**config.mk**
```make
export PLATFORM = sky130hd
export DESIGN_NAME = eth_rx_l2_filter
export DESIGN_NICKNAME = d
export VERILOG_FILES = /design/src/rtl/eth_l2_pkg.sv /design/src/rtl/eth_crc32_d8.sv /design/src/rtl/eth_rx_l2_filter.sv
export SDC_FILE = /design/constraint.sdc
export NUM_CORES = 1
export LEC_CHECK = 0
export ABC_AREA = 1
export CORE_ASPECT_RATIO = 0.7
export CORE_MARGIN = 5
export CORE_UTILIZATION = 40
export DETAILED_ROUTE_END_ITERATION = 6
export PLACE_DENSITY = 0.65
export SKIP_LAST_GASP = 1
export SLEW_MARGIN = 0
export SYNTH_ARGS = -nofsm -noshare
export SYNTH_HDL_FRONTEND = slang
export SYNTH_SLANG_ARGS = --single-unit
```
**constraint.sdc**
```tcl
create_clock -name Clk -period 7 [get_ports Clk]
set_clock_uncertainty 0.2 [all_clocks]
set_input_delay 1.4 -clock Clk [delete_from_list [all_inputs] [get_ports Clk]]
set_output_delay 1.4 -clock Clk [all_outputs]
set_load 0.02 [all_outputs]
```
**src/rtl/eth_l2_pkg.sv**
```systemverilog
// rtl/eth_l2_pkg.sv - shared types and constants for the Ethernet L2 receive/transmit path
package eth_l2_pkg;

    typedef enum logic [2:0] {
        S_WAIT_IDLE = 3'd0,
        S_IDLE      = 3'd1,
        S_PREAMBLE  = 3'd2,
        S_HEADER    = 3'd3,
        S_PAYLOAD   = 3'd4
    } l2_state_e;

    localparam logic [31:0] CRC_INIT      = 32'hFFFFFFFF;
    localparam logic [31:0] CRC_POLY_REFL = 32'hEDB88320;
    // Good-frame residue expressed in MSB-first bit order; the reflected
    // register must be bit-reversed before comparing against it.
    localparam logic [31:0] CRC_RESIDUE   = 32'hC704DD7B;

    localparam logic [7:0]  PREAMBLE_BYTE = 8'h55;
    localparam logic [7:0]  SFD_BYTE      = 8'hD5;
    localparam logic [47:0] BCAST_MAC     = 48'hFFFFFFFFFFFF;

    localparam int HDR_LEN = 14;
    localparam int FCS_LEN = 4;

    // Byte idx of a MAC in wire order (idx 0 = bits [47:40]).
    function automatic logic [7:0] macByte(input logic [47:0] mac, input logic [2:0] idx);
        case (idx)
            3'd0:    macByte = mac[47:40];
            3'd1:    macByte = mac[39:32];
            3'd2:    macByte = mac[31:24];
            3'd3:    macByte = mac[23:16];
            3'd4:    macByte = mac[15:8];
            default: macByte = mac[7:0];
        endcase
    endfunction

endpackage

```
**src/rtl/eth_crc32_d8.sv**
```systemverilog
// rtl/eth_crc32_d8.sv - combinational IEEE 802.3 CRC-32 update, one byte, reflected, LSB first
// Ports: CrcIn (current register), Data (byte), CrcOut (register after the byte).
module eth_crc32_d8
    import eth_l2_pkg::*;
(
    input  logic [31:0] CrcIn,
    input  logic [7:0]  Data,
    output logic [31:0] CrcOut
);

    always_comb begin
        logic [31:0] c;
        c = CrcIn;
        for (int i = 0; i < 8; i++) begin
            if (c[0] ^ Data[i]) begin
                c = (c >> 1) ^ CRC_POLY_REFL;
            end else begin
                c = c >> 1;
            end
        end
        CrcOut = c;
    end

endmodule

```
**src/rtl/eth_rx_l2_filter.sv**
```systemverilog
// rtl/eth_rx_l2_filter.sv - receive L2 filter: strips preamble/SFD, checks DA/EtherType, forwards payload
// Inputs : Clk, Rst (async, high), RxVal byte strobe, RxDv envelope, RxEr, RxD, InnerMAC.
// Outputs: SoFOut/EoFOut/ValOut pulses, ErrOut (valid with EoFOut), DataOut, SrcMAC, DropPulse.
// Build option: ETH_RX_PROMISC_EN bypasses the destination MAC check.
module eth_rx_l2_filter
    import eth_l2_pkg::*;
#(
    parameter logic [15:0] ETHERTYPE   = 16'h0806,
    parameter int          MAX_LEN     = 1518,
    parameter int          MIN_PAYLOAD = 46
) (
    input  logic        Clk,
    input  logic        Rst,
    input  logic        RxVal,
    input  logic        RxDv,
    input  logic        RxEr,
    input  logic [7:0]  RxD,
    input  logic [47:0] InnerMAC,
    output logic        SoFOut,
    output logic        EoFOut,
    output logic        ValOut,
    output logic        ErrOut,
    output logic [7:0]  DataOut,
    output logic [47:0] SrcMAC,
    output logic        DropPulse
);

    localparam logic [2:0] WAIT_IDLE = S_WAIT_IDLE;
    localparam logic [2:0] IDLE      = S_IDLE;
    localparam logic [2:0] PREAMBLE  = S_PREAMBLE;
    localparam logic [2:0] HEADER    = S_HEADER;
    localparam logic [2:0] PAYLOAD   = S_PAYLOAD;

    localparam logic [10:0] MAX_CNT  = 11'(MAX_LEN);
    localparam logic [10:0] MIN_CNT  = 11'(HDR_LEN + FCS_LEN + MIN_PAYLOAD);
    localparam logic [10:0] LAST_HDR = 11'(HDR_LEN - 1);

    logic [2:0]       state;
    logic [31:0]      crc, crcNext, crcMsbFirst;
    logic [10:0]      byteCnt, cntInc;
    logic [4:0][7:0]  shReg;        // [4] is the oldest held byte
    logic [2:0]       held;
    logic [47:0]      srcStage;
    logic             dstUni, dstBc, dstOk, typeHiOk, rxErSeen, sofDone;
    logic             heldFull, overflow, crcBad, shortFrame;
    logic             emitByte, emitEof, emitErr;

    eth_crc32_d8 uCrc (
        .CrcIn  (crc),
        .Data   (RxD),
        .CrcOut (crcNext)
    );

`ifdef ETH_RX_PROMISC_EN
    assign dstOk = 1'b1;
`else
    assign dstOk = dstUni | dstBc;
`endif

    assign crcMsbFirst = {<<{crc}};
    assign crcBad      = (crcMsbFirst != CRC_RESIDUE);
    assign shortFrame  = (byteCnt < MIN_CNT);
    assign heldFull    = (held == 3'd5);
    assign overflow    = RxDv && (byteCnt >= MAX_CNT);
    assign cntInc      = (byteCnt == 11'h7FF) ? byteCnt : byteCnt + 11'd1;

    // A payload strobe releases the oldest byte only once the 4 FCS bytes
    // are guaranteed to be behind it in the shift register.
    always_comb begin
        emitByte = 1'b0;
        emitEof  = 1'b0;
        emitErr  = 1'b0;
        if (RxVal && state == PAYLOAD && heldFull) begin
            emitByte = 1'b1;
            if (!RxDv) begin
                emitEof = 1'b1;
                emitErr = crcBad | rxErSeen | RxEr | shortFrame;
            end else if (overflow) begin
                emitEof = 1'b1;
                emitErr = 1'b1;
            end
        end
    end

    always_ff @(posedge Clk or posedge Rst) begin
        if (Rst) begin
            state     <= WAIT_IDLE;
            crc       <= '0;
            byteCnt   <= '0;
            shReg     <= '0;
            held      <= '0;
            srcStage  <= '0;
            dstUni    <= 1'b0;
            dstBc     <= 1'b0;
            typeHiOk  <= 1'b0;
            rxErSeen  <= 1'b0;
            sofDone   <= 1'b0;
            SoFOut    <= 1'b0;
            EoFOut    <= 1'b0;
            ValOut    <= 1'b0;
            ErrOut    <= 1'b0;
            DataOut   <= '0;
            SrcMAC    <= '0;
            DropPulse <= 1'b0;
        end else begin
            ValOut    <= emitByte;
            EoFOut    <= emitEof;
            ErrOut    <= emitErr;
            SoFOut    <= emitByte & ~sofDone;
            DropPulse <= 1'b0;
            if (emitByte) begin
                DataOut <= shReg[4];
                if (!sofDone) begin
                    SrcMAC  <= srcStage;
                    sofDone <= 1'b1;
                end
            end

            if (RxVal) begin
                case (state)
                    WAIT_IDLE: if (!RxDv) state <= IDLE;
                    IDLE: if (RxDv) state <= (RxD == PREAMBLE_BYTE) ? PREAMBLE : WAIT_IDLE;
                    PREAMBLE: begin
                        if (!RxDv) begin
                            state <= WAIT_IDLE;
                        end else if (RxD == SFD_BYTE) begin
                            state    <= HEADER;
                            crc      <= CRC_INIT;
                            byteCnt  <= '0;
                            rxErSeen <= RxEr;
                            dstUni   <= 1'b1;
                            dstBc    <= 1'b1;
                        end else if (RxD != PREAMBLE_BYTE) begin
                            state <= WAIT_IDLE;
                        end
                    end
                    HEADER: begin
                        if (!RxDv) begin
                            state <= IDLE;
                        end else begin
                            crc      <= crcNext;
                            byteCnt  <= cntInc;
                            rxErSeen <= rxErSeen | RxEr;
                            if (byteCnt < 11'd6) begin
                                dstUni <= dstUni & (RxD == macByte(InnerMAC, byteCnt[2:0]));
                                dstBc  <= dstBc & (RxD == macByte(BCAST_MAC, byteCnt[2:0]));
                            end else if (byteCnt < 11'd12) begin
                                srcStage <= {srcStage[39:0], RxD};
                            end else if (byteCnt == 11'd12) begin
                                typeHiOk <= (RxD == ETHERTYPE[15:8]);
                            end else if (byteCnt == LAST_HDR) begin
                                if (dstOk && typeHiOk && RxD == ETHERTYPE[7:0]) begin
                                    state   <= PAYLOAD;
                                    held    <= '0;
                                    sofDone <= 1'b0;
                                end else begin
                                    DropPulse <= 1'b1;
                                    state     <= WAIT_IDLE;
                                end
                            end
                        end
                    end
                    PAYLOAD: begin
                        if (!RxDv) begin
                            state <= IDLE;
                            if (!heldFull) DropPulse <= 1'b1;
                        end else if (overflow) begin
                            state <= WAIT_IDLE;
                        end else begin
                            crc      <= crcNext;
                            byteCnt  <= cntInc;
                            rxErSeen <= rxErSeen | RxEr;
                            shReg    <= {shReg[3:0], RxD};
                            if (!heldFull) held <= held + 3'd1;
                        end
                    end
                    default: state <= WAIT_IDLE;
                endcase
            end
        end
    end

endmodule

```
After elaboration in Yosys (flattened, before gate mapping)
Index checks and enable logic that the tools add are counted.
{"block": "op_classes", "magnitude_cmp": 4, "n_reduce_logical": 18, "n_eq_ne": 40, "bitwise": 28, "n_addsub": 2, "n_mux": 94}
{"op": "$mux W32", "count": 13}
{"op": "$not A13 Y14", "count": 8}
{"op": "$pmux W32 S3", "count": 1}
{"op": "$mux W11", "count": 6}
{"op": "$mux W3", "count": 22}
{"op": "$mux W8", "count": 8}
{"op": "$pmux W8 S5", "count": 1}
{"op": "$mux W1", "count": 35}
{"op": "$pmux W11 S3", "count": 1}
{"op": "$ne A32 B32 Y1 const B", "count": 1}
{"op": "$ne A2 B2 Y1 const B", "count": 14}
{"op": "$eq A11 B4 Y1 const B", "count": 2}
{"op": "$eq A8 B8 Y1", "count": 2}
{"op": "$ne A3 B3 Y1 const B", "count": 5}
{"op": "$pmux W3 S5", "count": 1}
{"op": "$eq A3 B2 Y1 const B", "count": 4}
{"op": "$reduce_and A6 Y1", "count": 2}
{"op": "$add A11 B1 Y11 const B", "count": 1}
{"op": "$eq A11 B11 Y1 const B", "count": 1}
{"op": "$ge A11 B11 Y1 const B", "count": 1}
{"op": "$lt A11 B3 Y1 const B", "count": 1}
{"op": "$lt A11 B4 Y1 const B", "count": 1}
{"op": "$lt A11 B7 Y1 const B", "count": 1}
{"op": "$reduce_and A11 Y1", "count": 1}
{"op": "other kinds (26)", "count": 53}
{"block": "totals", "output_inout_bits": 61, "ff_bits": 203, "inputBits": 61, "elab_cells": 208}

Depth between registers and ports, before layout
Gate-level depths: netlist of run 1.
{"block": "logic_depth", "depth_word": 19, "mapped_depth": 17}

Cells and area by module
Synthesis of run 1 repeated with hierarchy kept, for this count alone.
{"block": "unflattened", "cells_unflattened": 1267, "hier_area_um2": 10256.1}
{"module": "eth_rx_l2_filter", "instances": 1, "area_per_inst_um2": 9022.4, "cells_per_inst": 1072}
{"module": "eth_crc32_d8", "instances": 1, "area_per_inst_um2": 1233.7, "cells_per_inst": 195}

Worst setup path before layout of run 1
OpenSTA, ideal clock, no wires.
{"block": "synth_path", "path_kind": "in2reg", "startpoint": "in RxD[0]", "endpoint": "reg crc[12]", "arrival_time_ps": 2637, "setup_time_ps": 119, "required_ps": 6681, "stages": 11, "slack_ps": 4044, "path_cell_list": "inv_1 nor3_1 nand2_1 nand2_1 nand3_1 nor3_2 nand2_2 buf_4 buf_6 nand2_1 o21ai_2"}
{"block": "synth_via", "elab_chain_cells": 13, "word_cells_on_any_way": 17, "classes_between": "eq/ne: 2; mux: 12; bitwise: 2; reduce/logical: 1"}
{"item": "from (decl)", "line_no": "eth_rx_l2_filter.sv:17", "text": "input logic [7:0] RxD,"}
{"item": "$xor A1 B1 Y1", "line_no": "eth_crc32_d8.sv:15", "text": "if (c[0] ^ Data[i]) begin"}
{"item": "$mux W32 (4 in series)", "line_no": "eth_crc32_d8.sv:15"}
{"item": "$not A13 Y14 (no source line)"}
{"item": "$mux W32 (4 in series)", "line_no": "eth_crc32_d8.sv:15"}
{"item": "$mux W32", "line_no": "eth_rx_l2_filter.sv:167", "text": "end else if (overflow) begin"}
{"item": "$mux W32", "line_no": "eth_rx_l2_filter.sv:164", "text": "if (!RxDv) begin"}
{"item": "$pmux W32 S3", "line_no": "eth_rx_l2_filter.sv:120", "text": "case (state)"}
{"item": "to (signal assigned)", "line_no": "eth_rx_l2_filter.sv:141", "text": "crc <= crcNext;"}
{"item": "to (signal assigned)", "line_no": "eth_rx_l2_filter.sv:170", "text": "crc <= crcNext;"}
{"item": "to (decl)", "line_no": "eth_rx_l2_filter.sv:39", "text": "logic [31:0] crc, crcNext, crcMsbFirst;"}
Parallel ways exist; a longest one is shown, timed or not. The select of a mux whose other input is x is not followed.
A chain may end at the register's enable or synchronous reset.

Final worst setup path of run 1
{"block": "layout_path", "startpoint": "in RxDv", "endpoint": "reg srcStage[44]"}
{"block": "layout_via", "elab_chain_cells": 1}
{"item": "from (decl)", "line_no": "eth_rx_l2_filter.sv:15", "text": "input logic RxDv,"}
{"item": "$reduce_and A5 Y1 (no source line)"}
{"item": "to (signal assigned)", "line_no": "eth_rx_l2_filter.sv:148", "text": "srcStage <= {srcStage[39:0], RxD};"}
{"item": "to (decl)", "line_no": "eth_rx_l2_filter.sv:43", "text": "logic [47:0] srcStage;"}
Every way passes these cells.

==> results of run 1 <==
==> worst min-delay path, stage by stage (launching register included) <==
cell	delay, ns
dfrtp_1	0.34
nand2_1	0.05
nand2_1	0.04
==> cells in the final DEF (no fill, tap or decap), types with 3 or more instances in the layout <==
| cell | netlist | routed |
|---|---|---|
| mux2_2 | 32 | 32 |
| nor3_1 | 12 | 12 |
| nand2_2 | 6 | 6 |
| o21ai_1 | 47 | 47 |
| inv_2 | 9 | 9 |
| nand2_1 | 357 | 357 |
| xor2_1 | 57 | 57 |
| clkbuf_16 | 0 | 22 |
| clkdlybuf4s50_1 | 0 | 121 |
| inv_1 | 99 | 98 |
| nor4_1 | 5 | 5 |
| nand4_1 | 25 | 25 |
| o21ai_2 | 4 | 4 |
| xnor2_1 | 8 | 8 |
| nor2_1 | 75 | 75 |
| ha_1 | 7 | 7 |
| nor2_4 | 3 | 3 |
| dfrtp_1 | 203 | 203 |
| clkbuf_1 | 14 | 3 |
| clkinv_2 | 0 | 5 |
| xnor2_2 | 4 | 4 |
| o21ai_0 | 80 | 80 |
| clkbuf_8 | 0 | 5 |
| nor3_2 | 3 | 3 |
| nand3_1 | 38 | 37 |
| a21oi_1 | 19 | 19 |
==> Yosys cell counts (all sizes together) <==
library cell | count | area [µm²]
inv | 108 | 405.4
nor4 | 7 | 65.06
nand2 | 363 | 1378
xor2 | 58 | 515.5
a21oi | 19 | 95.09
buf | 24 | 165.2
o21ai | 131 | 670.6
nand3 | 39 | 200.2
clkbuf | 14 | 52.55
nand3b | 2 | 15.01
nand4 | 25 | 156.4
nor2 | 78 | 315.3
mux2 | 32 | 360.4
or2 | 2 | 12.51
ha | 7 | 87.58
nor3 | 16 | 106.4
xnor2 | 13 | 162.7
dfrtp | 203 | 5080
mux2i | 1 | 10.01
a41oi | 1 | 8.760
clkinv | 1 | 3.750
o211ai | 1 | 7.510
and3 | 1 | 6.260
o22ai | 1 | 6.260
==> layer usage <==
layer | wire length, µm | track usage
met5 | 0 | 0
met4 | 508 | 0.03839
met3 | 1818 | 0.03513
met2 | 10480 | 0.2597
met1 | 12060 | 0.2694
==> worst max-delay path by stage <==
stage | startpoint | end | slack, ns | cells after the start
2_1_floorplan | Rst | DataOut[0] | 2.77 | 1
4_1_cts | RxDv | srcStage[44] | 3.05 | 5
6_report | RxDv | srcStage[44] | 2.97 | 5
5_1_grt | RxDv | srcStage[44] | 2.82 | 5
3_5_place_dp | RxDv | srcStage[44] | 2.52 | 5
3_3_place_gp | RxDv | srcStage[3] | 2.50 | 6
==> per-stage QoR <==
step           instances  power [mW]  setup WS [ns]  hold WS (ns)  utilization
2_1_floorplan       1147       2.340          2.770        0.2364            -
3_3_place_gp        1558       2.624          2.501        0.2498       0.4627
3_5_place_dp        1558       2.645          2.517        0.2518       0.4627
4_1_cts             1596       3.845          3.051        0.2711       0.4925
5_1_grt             1596       4.052          2.816        0.2903       0.4925
6_report            1596       3.821          2.971        0.2658       0.4925
==> area by class of cell <==
| class | count | area (µm²) | area share |
|---|---|---|---|
| clock buffer | 30 | 630.6 | 0.05225 |
| clock inverter | 8 | 101.3 | 0.008397 |
| inverter | 109 | 412.9 | 0.03421 |
| multi-input combinational | 797 | 4192 | 0.3473 |
| sequential | 203 | 5080 | 0.4209 |
| tap | 325 | 406.6 | 0.03369 |
| timing repair buffer | 124 | 1246 | 0.1033 |
==> kinds of logic after synthesis <==
group,Yosys count,synth area share
simple gates,533,0.2281
flops,203,0.5139
compound gates,153,0.07974
buf+inv,147,0.06341
xor+xnor,71,0.06860
mux,33,0.03746
fa+ha+maj,7,0.008859
==> flip-flops by register name (all words and copies together), names as in the netlist, 3 cells and up <==
name / flops
SrcMAC: 48
srcStage: 48
shReg: 40
crc: 32
byteCnt: 11
DataOut: 8
held: 3
state: 3
==> report_power, final <==
| part | switching [mW] | leakage (nW) | internal, mW |
|---|---|---|---|
| Clock | 0.465 | 0.365 | 0.703 |
| Combinational | 0.747 | 2.55 | 0.447 |
| Sequential | 0.149 | 2.72 | 1.31 |
==> flow_summary_export.csv, run 1 <==
group,metric,value,unit
outcome,status,"finished, final reports clean",
floorplanning,dieWidth,197.9,µm
synth,syn_nets,1215,
sta,hold_viol_final,0,
setup_path,cp_slowest_stage_delay,0.79,ns
power,leakage,5.633,nW
route,first_pass_iters,5,
sta,fin_crit_sh,0.5756,
route,drt_iter0_drc,690,
clock_tree,clockBufferDepth,3,
floorplanning,start_util,0.4034,
clock_tree,cts_tree,"yes",
power,p_per_area,316.6,mW/mm²
synth,ys_types,39,
synth,avgSynthCellArea,8.619,µm²
setup_path,worstSetupPathType,"in2reg",
clock_tree,post_cts_buffers,0,
hold_path,hp-start,"shReg[38]",
power,ir_drop,0.2015,mV
floorplanning,die_height,141.5,µm
floorplanning,pin_count,122,
setup_path,r2r-end,"crc[2]",
global_route,grt_first_pass_wirelength,40.54,mm
route,routed_wl,24.87,mm
synth,synthCells,1147,
synth,synth_area,0.009886,mm²
synth,yosys_register_bits,203,
clock_tree,cts_sinks,203,
clock_tree,clkTransAtPathRegs,0.06,ns
flow_run,cap_violations,0,
route,drcViolationCount,0,
sta,setup_tns,0,ns
route,detail-route-antenna-nets,0,
setup_path,cp.required,7.19,ns
clock_tree,cts_hold_buf,0,
clock_tree,root_buffer,"clkbuf_16",
setup_path,reg2reg_depth,12,
synth,ys_seq_area_frac,0.5139,
finish,final_area,0.01207,mm²
setup_path,start_kind,"input port",
route,via_per_inst,4.949,
setup_path,path_delay_family,"simple AND/OR/NAND/NOR gates",
setup_path,crit_buf_inv,2,
finish,fin_nets,1325,
hold_path,hold_path_depth,2,
setup_path,end_kind,"flop",
setup_path,cp.arrival,4.22,ns
setup_path,cpMaxStageDelayCell,"nand3_4",
sta,max_freq,248.2,MHz
setup_path,rrSetupSlack,3.87,ns
setup_path,r2r_start,"state[0]",
sta,setup_violations,0,
route,dr_total_vias,7899,
finish,antennaDiodeCount,0,
route,wire_per_inst,15.58,µm
setup_path,crit_chain,"clkdlybuf4s50_1 > inv_1 > nor4_4 > nand3_4 > o21ai_0",
global_route,track_usage,0.1762,
clock_tree,ctsResizeCount,0,
placement,port_buffers,121,
global_route,grt_pass1_vias,7601,
finish,area_growth,22.09,%
placement,gp_congestion,0.9811,
floorplanning,dieArea,0.02801,mm²
clock_tree,clk-insertion-delay-late,0.51,ns
finish,fillerInstances,2373,
placement,dp_hpwl,17.67,mm
setup_path,critPathMaxFanout,96,
clock_tree,numCtsBuffers,22,
finish,final_layout_size_suffix_gt1_frac,0.08576,
floorplanning,core.rowCount,48,
floorplanning,core-area,0.02450,mm²
global_route,grt-ovfl-total,0,
global_route,antenna_found_initial,0,
sta,layout_min_cycle_time,4.029,ns
clock_tree,htreeDepth,1,
sta,tightest_slew,1.127,ns
sta,rsz0062_at_grt,"no",
placement,dpl_cell_area,0.01134,mm²
sta,max_slew_margin,0.2488,
sta,slew_violations,0,
global_route,grt_start_max_net_pins,204,
hold_path,hold_end,"DataOut[6]",
synth,yosysWarnings,0,
hold_path,hold_class,"reg2reg",
Note: power is estimated with default switching activity, not from simulation.
==> run 2, diff against run 1 <==
PLACE_DENSITY = 0.63   (was 0.65)
clock period = 4.05 ns   (was 7 ns; I/O delays follow)
==> run 2 against run 1 <==
Net effect: global-route usage is 0.22 points higher; worst hold slack got worse by 0.0086 ns; sequential share of layout area shrank 0.32 points; sequential power grew 72%; final cell count is 0.75% higher; register-to-register slack got worse by 2.8 ns; largest cell class unchanged; highest routed layer unchanged.
==> flow_summary_export.csv, run 2 (synthesis results as in run 1) <==
group,metric,value,unit
outcome,status,"finished, final reports clean",
sta,hold_viol_final,0,
floorplanning,core.rowCount,48,
placement,gp_congestion,0.9321,
clock_tree,clk-insertion-delay-late,0.50,ns
clock_tree,root_buffer,"clkbuf_16",
route,first_pass_iters,5,
clock_tree,post_cts_buffers,0,
sta,max_freq,309.1,MHz
finish,final_common_cell,"nand2_1",
global_route,grt_first_pass_wirelength,40.89,mm
setup_path,start_kind,"input port",
finish,largestRegisters,"SrcMAC (48), srcStage (48), shReg (40)",
finish,fillerInstances,2307,
clock_tree,cts_sinks,203,
global_route,grt_pass1_vias,7468,
clock_tree,ctsResizeCount,0,
sta,rsz0062_at_grt,"no",
floorplanning,die_height,141.5,µm
sta,max_slew_margin,0.3713,
sta,layout_min_cycle_time,3.235,ns
floorplanning,dieWidth,197.9,µm
floorplanning,pin_count,122,
floorplanning,start_util,0.4034,
setup_path,cp.required,4.27,ns
route,detail-route-antenna-nets,0,
hold_path,hold_class,"reg2reg",
sta,fin_crit_sh,0.7987,
hold_path,hp-start,"shReg[37]",
clock_tree,clkTransAtPathRegs,0.06,ns
clock_tree,htreeDepth,1,
route,wire_per_inst,15.45,µm
sta,tightest_slew,0.9431,ns
finish,multiInputGateArea,0.004192,mm²
route,via_per_inst,4.857,
global_route,track_usage,0.1785,
power,ir_drop,0.4272,mV
setup_path,r2r_start,"byteCnt[2]",
setup_path,r2r-end,"dstUni",
global_route,grt_start_max_net_pins,97,
power,leakage,5.683,nW
setup_path,rrSetupSlack,1.10,ns
finish,ff_latch_area,0.005080,mm²
sta,setup_tns,0,ns
route,dr_total_vias,7810,
sta,setup_violations,0,
clock_tree,cts_hold_buf,0,
finish,layout_common_cells,"nand2_1 (357), dfrtp_1 (203), clkdlybuf4s50_1 (121)",
floorplanning,core-area,0.02450,mm²
finish,final_layout_size_suffix_gt1_frac,0.09275,
clock_tree,clockBufferDepth,3,
power,totalPowerFinal,6.532,mW
finish,antennaDiodeCount,0,
setup_path,cp.arrival,3.45,ns
finish,area_growth,23.01,%
setup_path,reg2reg_depth,13,
global_route,grt-ovfl-total,0,
clock_tree,numCtsBuffers,22,
hold_path,hold_path_depth,2,
finish,fin_nets,1338,
hold_path,hold_end,"DataOut[5]",
route,routed_wl,24.84,mm
setup_path,critPathMaxFanout,31,
placement,dp_hpwl,18.17,mm
global_route,antenna_found_initial,0,
clock_tree,cts_tree,"yes",
sta,slew_violations,0,
route,drcViolationCount,0,
floorplanning,dieArea,0.02801,mm²
placement,port_buffers,121,
setup_path,end_kind,"flop",
setup_path,worstSetupPathType,"in2reg",
power,p_per_area,537.1,mW/mm²
flow_run,cap_violations,0,
route,drt_iter0_drc,516,
==> run 2: worst max-delay path by stage <==
stage | from | endpoint | slack [ns]
detailed placement | RxD[3] | crc[13] | 0.35
finish | RxD[3] | crc[13] | 0.82
floorplan | Rst | DataOut[0] | 0.41
CTS | RxD[3] | crc[13] | 0.88
global route | RxD[3] | crc[1] | 0.58
global placement | RxD[3] | crc[1] | 0.49
==> run 2: per-layer routing <==
layer | track usage | up-vias | part of all wire
met5 | 0 | - | 0
met4 | 0.02970 | 0 | 0.011
met3 | 0.03727 | 29 | 0.067
met2 | 0.2565 | 200 | 0.43
met1 | 0.2812 | 3667 | 0.50
li1 | - | 3914 | -
==> run 2: power breakdown <==
part	total (mW)	internal, mW	switching (mW)
registers	2.51	2.26	0.245
logic	2.07	0.786	1.28
clock network	1.95	1.15	0.799
==> run 2: area by class of cell <==
class | count | area share
Clock buffer | 28 | 0.04795
Sequential cell | 203 | 0.4177
Multi-Input combinational cell | 797 | 0.3447
Clock inverter | 9 | 0.009672
Timing Repair Buffer | 137 | 0.1126
Inverter | 109 | 0.03395
Tap cell | 325 | 0.03344
==> run 2: critical path: stages <==
cell             delay, ns
clkdlybuf4s50_1       0.50
inv_2                 0.14
nand2_1               0.08
nor3_1                0.36
nand2_1               0.09
nand2_1               0.07
nand3_1               0.09
nor3_2                0.15
nand2_2               0.30
inv_2                 0.53
o21ai_0               0.19
o21ai_0               0.11
==> run 2: stage by stage <==
step           std cells  setup WS, ns    util  instance area, µm²  hold slack, ns
4_1_cts             1608        0.8839  0.4963               12160          0.2623
5_1_grt             1608        0.5804  0.4963               12160          0.2770
3_3_place_gp        1571        0.4944  0.4677               11460          0.2472
6_report            1608        0.8153  0.4963               12160          0.2572
3_5_place_dp        1571        0.3525  0.4677               11460          0.2532
2_1_floorplan       1147        0.4097       -                9889          0.2364
